**config.mk**
```make
export PLATFORM = sky130hd
export DESIGN_NAME = sram_access_ctrl_flat
export DESIGN_NICKNAME = d
export VERILOG_FILES = /design/src/rtl/sram_access_ctrl_if.sv /design/src/rtl/sram_access_ctrl.sv /design/src/flat_wrapper.sv
export SDC_FILE = /design/constraint.sdc
export NUM_CORES = 1
export LEC_CHECK = 0
export CAP_MARGIN = 20
export CELL_PAD_IN_SITES_DETAIL_PLACEMENT = 1
export CELL_PAD_IN_SITES_GLOBAL_PLACEMENT = 2
export CORE_ASPECT_RATIO = 0.6
export CORE_MARGIN = 3
export CORE_UTILIZATION = 30
export CTS_CLUSTER_SIZE = 16
export DETAILED_ROUTE_END_ITERATION = 6
export DONT_BUFFER_PORTS = 1
export PLACE_DENSITY_LB_ADDON = 0.05
export SYNTH_ARGS = -nofsm -noshare
export SYNTH_HDL_FRONTEND = slang
export SYNTH_SLANG_ARGS = --single-unit
```
**constraint.sdc**
```tcl
create_clock -name clock -period 1.9 [get_ports clock]
set_input_delay 0.475 -clock clock [delete_from_list [all_inputs] [get_ports clock]]
set_output_delay 0.475 -clock clock [all_outputs]
set_load 0.01 [all_outputs]
```
**src/rtl/sram_access_ctrl_if.sv**
```systemverilog
// Command/response handshake and SRAM pin bundle for sram_access_ctrl.
// Ports: cmd_* (request in), rsp_* (read response out), clear_valid, busy,
//        SRAM pins data_wren/data_rden/addr_in/addr_out/data_in/data_out.
// slave = the controller's view; master = requester plus SRAM instance view.
interface sram_access_ctrl_if #(
  parameter int DATA_SIZE       = 16,
  parameter int SRAM_DEPTH_LOG2 = 5
);
  logic                       cmd_valid;
  logic                       cmd_ready;
  logic                       cmd_write;
  logic [SRAM_DEPTH_LOG2-1:0] cmd_addr;
  logic [DATA_SIZE-1:0]       cmd_wdata;

  logic                       rsp_valid;
  logic                       rsp_ready;
  logic [DATA_SIZE-1:0]       rsp_rdata;
  logic                       rsp_err;

  logic                       clear_valid;
  logic                       busy;

  logic                       data_wren;
  logic                       data_rden;
  logic [SRAM_DEPTH_LOG2-1:0] addr_in;
  logic [SRAM_DEPTH_LOG2-1:0] addr_out;
  logic [DATA_SIZE-1:0]       data_in;
  logic [DATA_SIZE-1:0]       data_out;

  modport slave (
    input  cmd_valid, cmd_write, cmd_addr, cmd_wdata,
    output cmd_ready,
    output rsp_valid, rsp_rdata, rsp_err,
    input  rsp_ready,
    input  clear_valid,
    output busy,
    output data_wren, data_rden, addr_in, addr_out, data_in,
    input  data_out
  );

  modport master (
    output cmd_valid, cmd_write, cmd_addr, cmd_wdata,
    input  cmd_ready,
    input  rsp_valid, rsp_rdata, rsp_err,
    output rsp_ready,
    output clear_valid,
    input  busy,
    input  data_wren, data_rden, addr_in, addr_out, data_in,
    output data_out
  );
endinterface

```
**src/rtl/sram_access_ctrl.sv**
```systemverilog
// Single-outstanding read/write initiator for a single-port SRAM, with a
// per-address written-bitmap that flags reads of never-written locations.
// Ports: clock, reset (sync, active-high), bus (sram_access_ctrl_if.slave).
// Latency: write strobe 1 cycle after handshake; read response valid
// 2+READ_LATENCY cycles after handshake. Response held stable under
// backpressure; no new command accepted until the response is consumed.
module sram_access_ctrl #(
  parameter int DATA_SIZE       = 16,
  parameter int SRAM_DEPTH_LOG2 = 5,
  parameter int READ_LATENCY    = 1   // 1..4
) (
  input  logic              clock,
  input  logic              reset,
  sram_access_ctrl_if.slave bus
);

  localparam int SRAM_DEPTH = 1 << SRAM_DEPTH_LOG2;
  // Counter counts down from READ_LATENCY-1; 2 bits covers the 1..4 range.
  localparam logic [1:0] LAT_INIT = 2'(READ_LATENCY - 1);

  typedef enum logic [1:0] {
    IDLE   = 2'd0,
    ISSUE  = 2'd1,
    RDWAIT = 2'd2,
    RESP   = 2'd3
  } state_t;

  state_t                     state_q;
  logic                       is_write_q;
  logic [SRAM_DEPTH_LOG2-1:0] addr_q;
  logic [1:0]                 lat_cnt_q;
  logic [SRAM_DEPTH-1:0]      bitmap_q;
  logic [SRAM_DEPTH-1:0]      bitmap_d;
  logic                       busy_q;
  logic                       wren_q;
  logic                       rden_q;
  logic [SRAM_DEPTH_LOG2-1:0] addr_in_q;
  logic [SRAM_DEPTH_LOG2-1:0] addr_out_q;
  logic [DATA_SIZE-1:0]       data_in_q;
  logic                       rsp_valid_q;
  logic [DATA_SIZE-1:0]       rsp_rdata_q;
  logic                       rsp_err_q;

  logic cmd_ready;
  logic cmd_hs;

  // Ready is gated by reset so nothing is accepted while reset is asserted,
  // and it rises in the first cycle after reset drops.
  assign cmd_ready = (state_q == IDLE) && !reset;
  assign cmd_hs    = bus.cmd_valid && cmd_ready;

  // Clear first, then the ISSUE write sets its bit, so a coincident write wins.
  // A read in ISSUE samples bitmap_q, i.e. the pre-clear value.
  always_comb begin
    bitmap_d = bitmap_q;
    if (bus.clear_valid) begin
      bitmap_d = '0;
    end
    if (state_q == ISSUE && is_write_q) begin
      bitmap_d[addr_q] = 1'b1;
    end
  end

  always_ff @(posedge clock) begin
    if (reset) begin
      state_q     <= IDLE;
      is_write_q  <= 1'b0;
      addr_q      <= '0;
      lat_cnt_q   <= '0;
      bitmap_q    <= '0;
      busy_q      <= 1'b0;
      wren_q      <= 1'b0;
      rden_q      <= 1'b0;
      addr_in_q   <= '0;
      addr_out_q  <= '0;
      data_in_q   <= '0;
      rsp_valid_q <= 1'b0;
      rsp_rdata_q <= '0;
      rsp_err_q   <= 1'b0;
    end else begin
      bitmap_q <= bitmap_d;
      // Strobes are single-cycle pulses; only the IDLE handshake raises them.
      wren_q   <= 1'b0;
      rden_q   <= 1'b0;

      case (state_q)
        IDLE: begin
          if (cmd_hs) begin
            is_write_q <= bus.cmd_write;
            addr_q     <= bus.cmd_addr;
            state_q    <= ISSUE;
            busy_q     <= 1'b1;
            // Strobe and pins are registered at the handshake so they are
            // driven during ISSUE; the unused-direction pins keep their values.
            if (bus.cmd_write) begin
              wren_q    <= 1'b1;
              addr_in_q <= bus.cmd_addr;
              data_in_q <= bus.cmd_wdata;
            end else begin
              rden_q     <= 1'b1;
              addr_out_q <= bus.cmd_addr;
            end
          end
        end

        ISSUE: begin
          if (is_write_q) begin
            state_q <= IDLE;
            busy_q  <= 1'b0;
          end else begin
            rsp_err_q <= ~bitmap_q[addr_q];
            lat_cnt_q <= LAT_INIT;
            state_q   <= RDWAIT;
          end
        end

        RDWAIT: begin
          if (lat_cnt_q == 2'd0) begin
            rsp_rdata_q <= bus.data_out;
            rsp_valid_q <= 1'b1;
            state_q     <= RESP;
          end else begin
            lat_cnt_q <= lat_cnt_q - 2'd1;
          end
        end

        RESP: begin
          if (bus.rsp_ready) begin
            rsp_valid_q <= 1'b0;
            state_q     <= IDLE;
            busy_q      <= 1'b0;
          end
        end

        default: begin
          state_q <= IDLE;
          busy_q  <= 1'b0;
        end
      endcase
    end
  end

  assign bus.cmd_ready = cmd_ready;
  assign bus.rsp_valid = rsp_valid_q;
  assign bus.rsp_rdata = rsp_rdata_q;
  assign bus.rsp_err   = rsp_err_q;
  assign bus.busy      = busy_q;
  assign bus.data_wren = wren_q;
  assign bus.data_rden = rden_q;
  assign bus.addr_in   = addr_in_q;
  assign bus.addr_out  = addr_out_q;
  assign bus.data_in   = data_in_q;

endmodule

```
**src/flat_wrapper.sv**
```systemverilog
// flat-port wrapper written by rule: the top's interface ports become plain ports
module sram_access_ctrl_flat 
#(
  parameter int DATA_SIZE       = 16,
  parameter int SRAM_DEPTH_LOG2 = 5,
  parameter int READ_LATENCY    = 1          
)
  (clock, reset, bus_cmd_valid, bus_cmd_write, bus_cmd_addr, bus_cmd_wdata, bus_cmd_ready, bus_rsp_valid, bus_rsp_rdata, bus_rsp_err, bus_rsp_ready, bus_clear_valid, bus_busy, bus_data_wren, bus_data_rden, bus_addr_in, bus_addr_out, bus_data_in, bus_data_out);
  sram_access_ctrl_if #(.DATA_SIZE(DATA_SIZE), .SRAM_DEPTH_LOG2(SRAM_DEPTH_LOG2)) bus_i ();
  input  logic clock;
  input  logic reset;
  input wire logic [$bits(bus_i.cmd_valid)-1:0] bus_cmd_valid;
  input wire logic [$bits(bus_i.cmd_write)-1:0] bus_cmd_write;
  input wire logic [$bits(bus_i.cmd_addr)-1:0] bus_cmd_addr;
  input wire logic [$bits(bus_i.cmd_wdata)-1:0] bus_cmd_wdata;
  output wire logic [$bits(bus_i.cmd_ready)-1:0] bus_cmd_ready;
  output wire logic [$bits(bus_i.rsp_valid)-1:0] bus_rsp_valid;
  output wire logic [$bits(bus_i.rsp_rdata)-1:0] bus_rsp_rdata;
  output wire logic [$bits(bus_i.rsp_err)-1:0] bus_rsp_err;
  input wire logic [$bits(bus_i.rsp_ready)-1:0] bus_rsp_ready;
  input wire logic [$bits(bus_i.clear_valid)-1:0] bus_clear_valid;
  output wire logic [$bits(bus_i.busy)-1:0] bus_busy;
  output wire logic [$bits(bus_i.data_wren)-1:0] bus_data_wren;
  output wire logic [$bits(bus_i.data_rden)-1:0] bus_data_rden;
  output wire logic [$bits(bus_i.addr_in)-1:0] bus_addr_in;
  output wire logic [$bits(bus_i.addr_out)-1:0] bus_addr_out;
  output wire logic [$bits(bus_i.data_in)-1:0] bus_data_in;
  input wire logic [$bits(bus_i.data_out)-1:0] bus_data_out;
  assign bus_i.cmd_valid = bus_cmd_valid;
  assign bus_i.cmd_write = bus_cmd_write;
  assign bus_i.cmd_addr = bus_cmd_addr;
  assign bus_i.cmd_wdata = bus_cmd_wdata;
  assign bus_cmd_ready = bus_i.cmd_ready;
  assign bus_rsp_valid = bus_i.rsp_valid;
  assign bus_rsp_rdata = bus_i.rsp_rdata;
  assign bus_rsp_err = bus_i.rsp_err;
  assign bus_i.rsp_ready = bus_rsp_ready;
  assign bus_i.clear_valid = bus_clear_valid;
  assign bus_busy = bus_i.busy;
  assign bus_data_wren = bus_i.data_wren;
  assign bus_data_rden = bus_i.data_rden;
  assign bus_addr_in = bus_i.addr_in;
  assign bus_addr_out = bus_i.addr_out;
  assign bus_data_in = bus_i.data_in;
  assign bus_i.data_out = bus_data_out;
  sram_access_ctrl #(.DATA_SIZE(DATA_SIZE), .SRAM_DEPTH_LOG2(SRAM_DEPTH_LOG2), .READ_LATENCY(READ_LATENCY)) u_core (.clock(clock), .reset(reset), .bus(bus_i));
endmodule
```
* Word-level counts from Yosys, hierarchy flattened *
Index checks and enable logic that the tools add are counted.
W data, S select, Z words.

storage, ports and cells
  flip-flop bits (word level) = 89
  output and inout bits = 48

operators by class
  add/subtract/negate cells = 1
  order comparisons = 2
  equality and inequality tests = 9
  muxes and demuxes = 22
  bitwise gates (word level) = 6
  reductions and logical operators = 20

operator list
  kind                  count
  $mux W32              2
  $or A32 B32 Y32       1
  $reduce_and A3 Y1     5
  $mux W2               6
  $mux W1               8
  $pmux W2 S4           1
  $lt A5 B6 Y1 const B  1
  $ne A2 B1 Y1 const B  3
  $ne A2 B2 Y1 const B  3
  $reduce_and A2 Y1     3
  $bmux W1 S5           1
  $demux W1 S5          1
  $ge A5 B1 Y1 const B  1
  $not A1 Y1            5
  $eq A2 B2 Y1 const B  2
  $logic_and A1 B1 Y1   4
  $logic_not A2 Y1      2
  $pmux W2 S2           1
  $reduce_and A4 Y1     1
  $reduce_bool A2 Y1    2
  $pmux W1 S3           1
  $reduce_bool A3 Y1    1
  $reduce_or A3 Y1      1
  $eq A2 B1 Y1 const B  1
  other kinds (3)       3

* Logic depth before layout (Yosys ltp) *
  depth after elaboration = 6
  mapped depth = 9
  gate-level depth less buffers = 7

* Least setup slack after synthesis *
No wires, ideal clock.

  path kind = flip-flop to flip-flop
  from = register u_core.state_q[0]
  to = register u_core.addr_out_q[4] (netlist: u_core.bus.addr_out[4])
  arrival = 1752 ps
  required time = 1772 ps
  setup slack = 21 ps
  stages on the path, launching flop included = 9
  clock period less this slack = 1879 ps
  cells stage by stage = dfxtp_1 inv_1 ha_1 buf_2 nor2b_1 nand2_1 nor2_1 mux2i_1 nor2_1

between the ends
  word-level cells in the longest chain between the ends = 4

RTL lines
  element                      line                     source
  from (decl)                  sram_access_ctrl.sv:28   state_t state_q;
  from (signal assigned)       sram_access_ctrl.sv:66   state_q <= IDLE;
  from (signal assigned)       sram_access_ctrl.sv:91   state_q <= ISSUE;
  from (signal assigned)       sram_access_ctrl.sv:108  state_q <= IDLE;
  $logic_not A2 Y1             sram_access_ctrl.sv:49   assign cmd_ready = (state_q == IDLE) && !reset;
  $logic_and A1 B1 Y1          sram_access_ctrl.sv:49
  named net bus_cmd_ready      flat_wrapper.sv:16       output wire logic [$bits(bus_i.cmd_ready)-1:0] bus_cmd_ready;
  $logic_and A1 B1 Y1          sram_access_ctrl.sv:50   assign cmd_hs = bus.cmd_valid && cmd_ready;
  $reduce_and A3 Y1 (no line)  n/a
  to (signal assigned)         sram_access_ctrl.sv:101  addr_out_q <= bus.cmd_addr;
  to (decl)                    sram_access_ctrl.sv:38   logic [SRAM_DEPTH_LOG2-1:0] addr_out_q;

The timed path passes the listed nets, and every way through them passes these cells.
A chain may end at the register's enable or synchronous reset.

==> impl_metrics.ini <==
[synth]
yosysWarnings = 0
synth_top_cell_by_area = dfxtp_1
yosysMostFrequentCell = nand2_1
synth_top_area_share = 0.486
synthTopCellsByCount = 91 x nand2_1, 89 x dfxtp_1, 82 x a21oi_1
synth_fp_nets = 494
yosys_register_bits = 89
postSynth.asyncResetShare = 0
yosysUniqueCellTypes = 31
synth_edf_count = 0
netlist_top_cells_area = dfxtp_1 49%, a21oi_1 11%, nand2_1 9.3%
netlist_area_um2 = 3670
synth-main-ff-cell = dfxtp_1
avgSynthCellArea_um2 = 8.24
yosysSeqAreaShare = 0.486
postSynthCellCount = 445

[route]
vias = 2938
drt-initial-drc-count = 133
dr.pass1.iters = 4
wl_mm = 10.2
drc = 0
wl_per_cell_um = 16.7
antenna_left = 0
routed_via_density = 4.81

[layout]
area_growth_pct = 14.3
layout-drive-gt1-share = 0.0953
post-route-util = 0.361
fin_nets = 495
fill_cells = 1377
antenna_cells = 0

[grt]
grt.total_usage = 0.154
grt_max_degree = 90
grt_pass1_wl_mm = 16.7
grt_pass1_vias = 2962
antenna_found_initial = 0
grt-ovfl-total = 0

[floorplan]
rows = 30
die_y_um = 91.7
die_area_um2 = 13600
coreArea_um2 = 11600
boundaryPins = 91
die_w_um = 149
floorplan.initialDensity = 0.316

[run_status]
outcome = completed

[critical_path]
crit_path_cell_trace = inv_1 -> ha_4 -> nor2b_4 -> buf_4
crit_path_start_kind = register
path_class = reg2out
cpPeakStageDelay_ns = 0.39
arrival_ns = 1.31
critPathCaptureType = output pin
path_delay_family = flip-flops
r2r_end = u_core.bitmap_q[5]
ff2ff_setup_slack_ns = 0.13
critPathMaxFanout = 4
worstPathRequired_ns = 1.42
r2r_cells = 7
cp_num_buf_inv = 2
slowest_stage = dfxtp_1

[timing]
skew_ns = 0.00815
fmax_ghz = 0.561
slew_headroom = 0.601
hold_violations = 0
timing.final.crit_share = 0.939
finalWorstSetupSlack_ns = 0.116
grt_setup_unrepaired = true
worstMarginPinSlew_ns = 0.599
slew_violations = 0
holdWs_ns = 0.211
setup_viol = 0
layout_min_cycle_time_ns = 1.78

[min_path]
hold_end = u_core.bus.rsp_rdata[7]
min_from = reset
hp-class = in2reg
hold_depth = 1

[pwr]
p_leak_nw = 1.50
power_density_nw_per_um2 = 952
ir_drop_uv = 459

[clock_tree]
htreeDepth = 3
clock-sinks = 89
worstSkewPairLatency_ns = 0.34
ctsHoldBuffers = 0
cts_tree = built
cts_buffer_depth = 2
numCtsBuffers = 9
cts_setup_buffers = 0
cts_resized = 3
root_buffer = clkbuf_16
cts.clk_slew.worst_paths_ns = 0.07

[place]
dp_hpwl_mm = 7.07
portBuffers = 0
gp_congestion = 0.716
pre_cts_ws_ns = 0.111

[job]
maxCapViolations = 0
==> worst max-delay path by stage <==
stage / depth (start not counted) / end / slack, ns / from
floorplan: 8 / u_core.bus.addr_out[4] / 0.02 / u_core.state_q[0]
global placement: 7 / u_core.bitmap_q[5] / 0.18 / register
detailed placement: 6 / u_core.state_q[0] / 0.11 / u_core.state_q[0]
CTS: 4 / bus_cmd_ready / 0.02 / register
global route: 7 / u_core.bitmap_q[5] / -0.02 / register
finish: 4 / bus_cmd_ready / 0.12 / register
==> layer usage <==
layer | global-route usage | vias to the layer above | share of wire
li1 | - | 1476 | -
met1 | 0.231 | 1397 | 0.52
met2 | 0.206 | 61 | 0.41
met3 | 0.0588 | 4 | 0.070
met4 | 0.0381 | 0 | 0.0048
met5 | 0 | - | 0
==> kinds of logic (layout without fill, tap and decap cells) <==
logic type               Yosys count  count (layout)  share of synthesized area
AO/OA/AOI/OAI                     91              91                      0.131
adder cells (fa/ha/maj)            6               6                     0.0205
buffers and inverters             36              42                     0.0402
flip-flops                        89              89                      0.486
multiplexers                      18              18                     0.0651
AND/OR/NAND/NOR                  205             205                      0.258
==> sequential cells by signal, summed over array words and instances, names as in the netlist, named ones only <==
signal / cells
u_core.addr_q: 5
u_core.bus.data_in: 16
u_core.lat_cnt_q: 2
u_core.bus.data_rden: 1
u_core.bus.busy: 1
u_core.bus.rsp_rdata: 16
u_core.state_q: 1
u_core.bus.rsp_err: 1
u_core.bus.addr_in: 5
u_core.bus.addr_out: 5
u_core.bitmap_q: 32
u_core.bus.rsp_valid: 1
u_core.bus.data_wren: 1
u_core.is_write_q: 1
==> power by group <==
group          switching (W)  internal, W
Combinational       0.000187     0.000150
Clock               0.000726     0.000923
Sequential         0.0000817      0.00192
Total               0.000994      0.00300
==> worst reg2reg max path, stage by stage (launching register included) <==
cell and delay, ns:
dfxtp_1 0.34, inv_1 0.14, ha_1 0.27, nand2_1 0.19
nor3b_1 0.33, buf_4 0.24, a21oi_1 0.09, nor2_1 0.10
==> through the flow <==
step	power, W	TNS, ns	instance area, µm²	cells
2_1_floorplan	0.00229	0	3670	445
3_3_place_gp	0.00237	0	3890	595
3_5_place_dp	0.00237	0	3890	595
4_1_cts	0.00406	0	4180	611
5_1_grt	0.00421	-0.0372	4190	611
6_report	0.00399	0	4190	611
==> placed cells by master, fill, tap and decap left out, types with 2 or more instances in the layout <==
cell type | netlist | layout
mux2i_1 | 13 | 13
nor2_1 | 48 | 48
a211oi_1 | 2 | 2
nor3b_1 | 4 | 4
nor2b_1 | 37 | 36
mux4_2 | 2 | 2
inv_1 | 6 | 6
dfxtp_2 | 0 | 2
and3b_1 | 3 | 3
ha_1 | 6 | 5
a22oi_1 | 3 | 3
clkinvlp_4 | 0 | 2
nor3b_2 | 2 | 2
a21oi_1 | 82 | 82
nand2b_1 | 2 | 2
nor3_1 | 2 | 2
clkbuf_16 | 0 | 9
clkbuf_1 | 23 | 2
nand3_1 | 12 | 12
nand2_1 | 91 | 91
buf_4 | 0 | 20
mux4_1 | 2 | 2
dfxtp_1 | 89 | 87
==> final cells by class <==
type                    instances  area (µm²)  share of cell area
flip-flops and latches         89        1780               0.426
multi-input cells             320        1760               0.420
clock buffers                  12         246              0.0588
well taps                     160         200              0.0478
repair buffers                 20         150              0.0358
clock inverters                 4        28.8             0.00687
inverters                       6        22.5             0.00537
(Power assumes the default switching activity.)
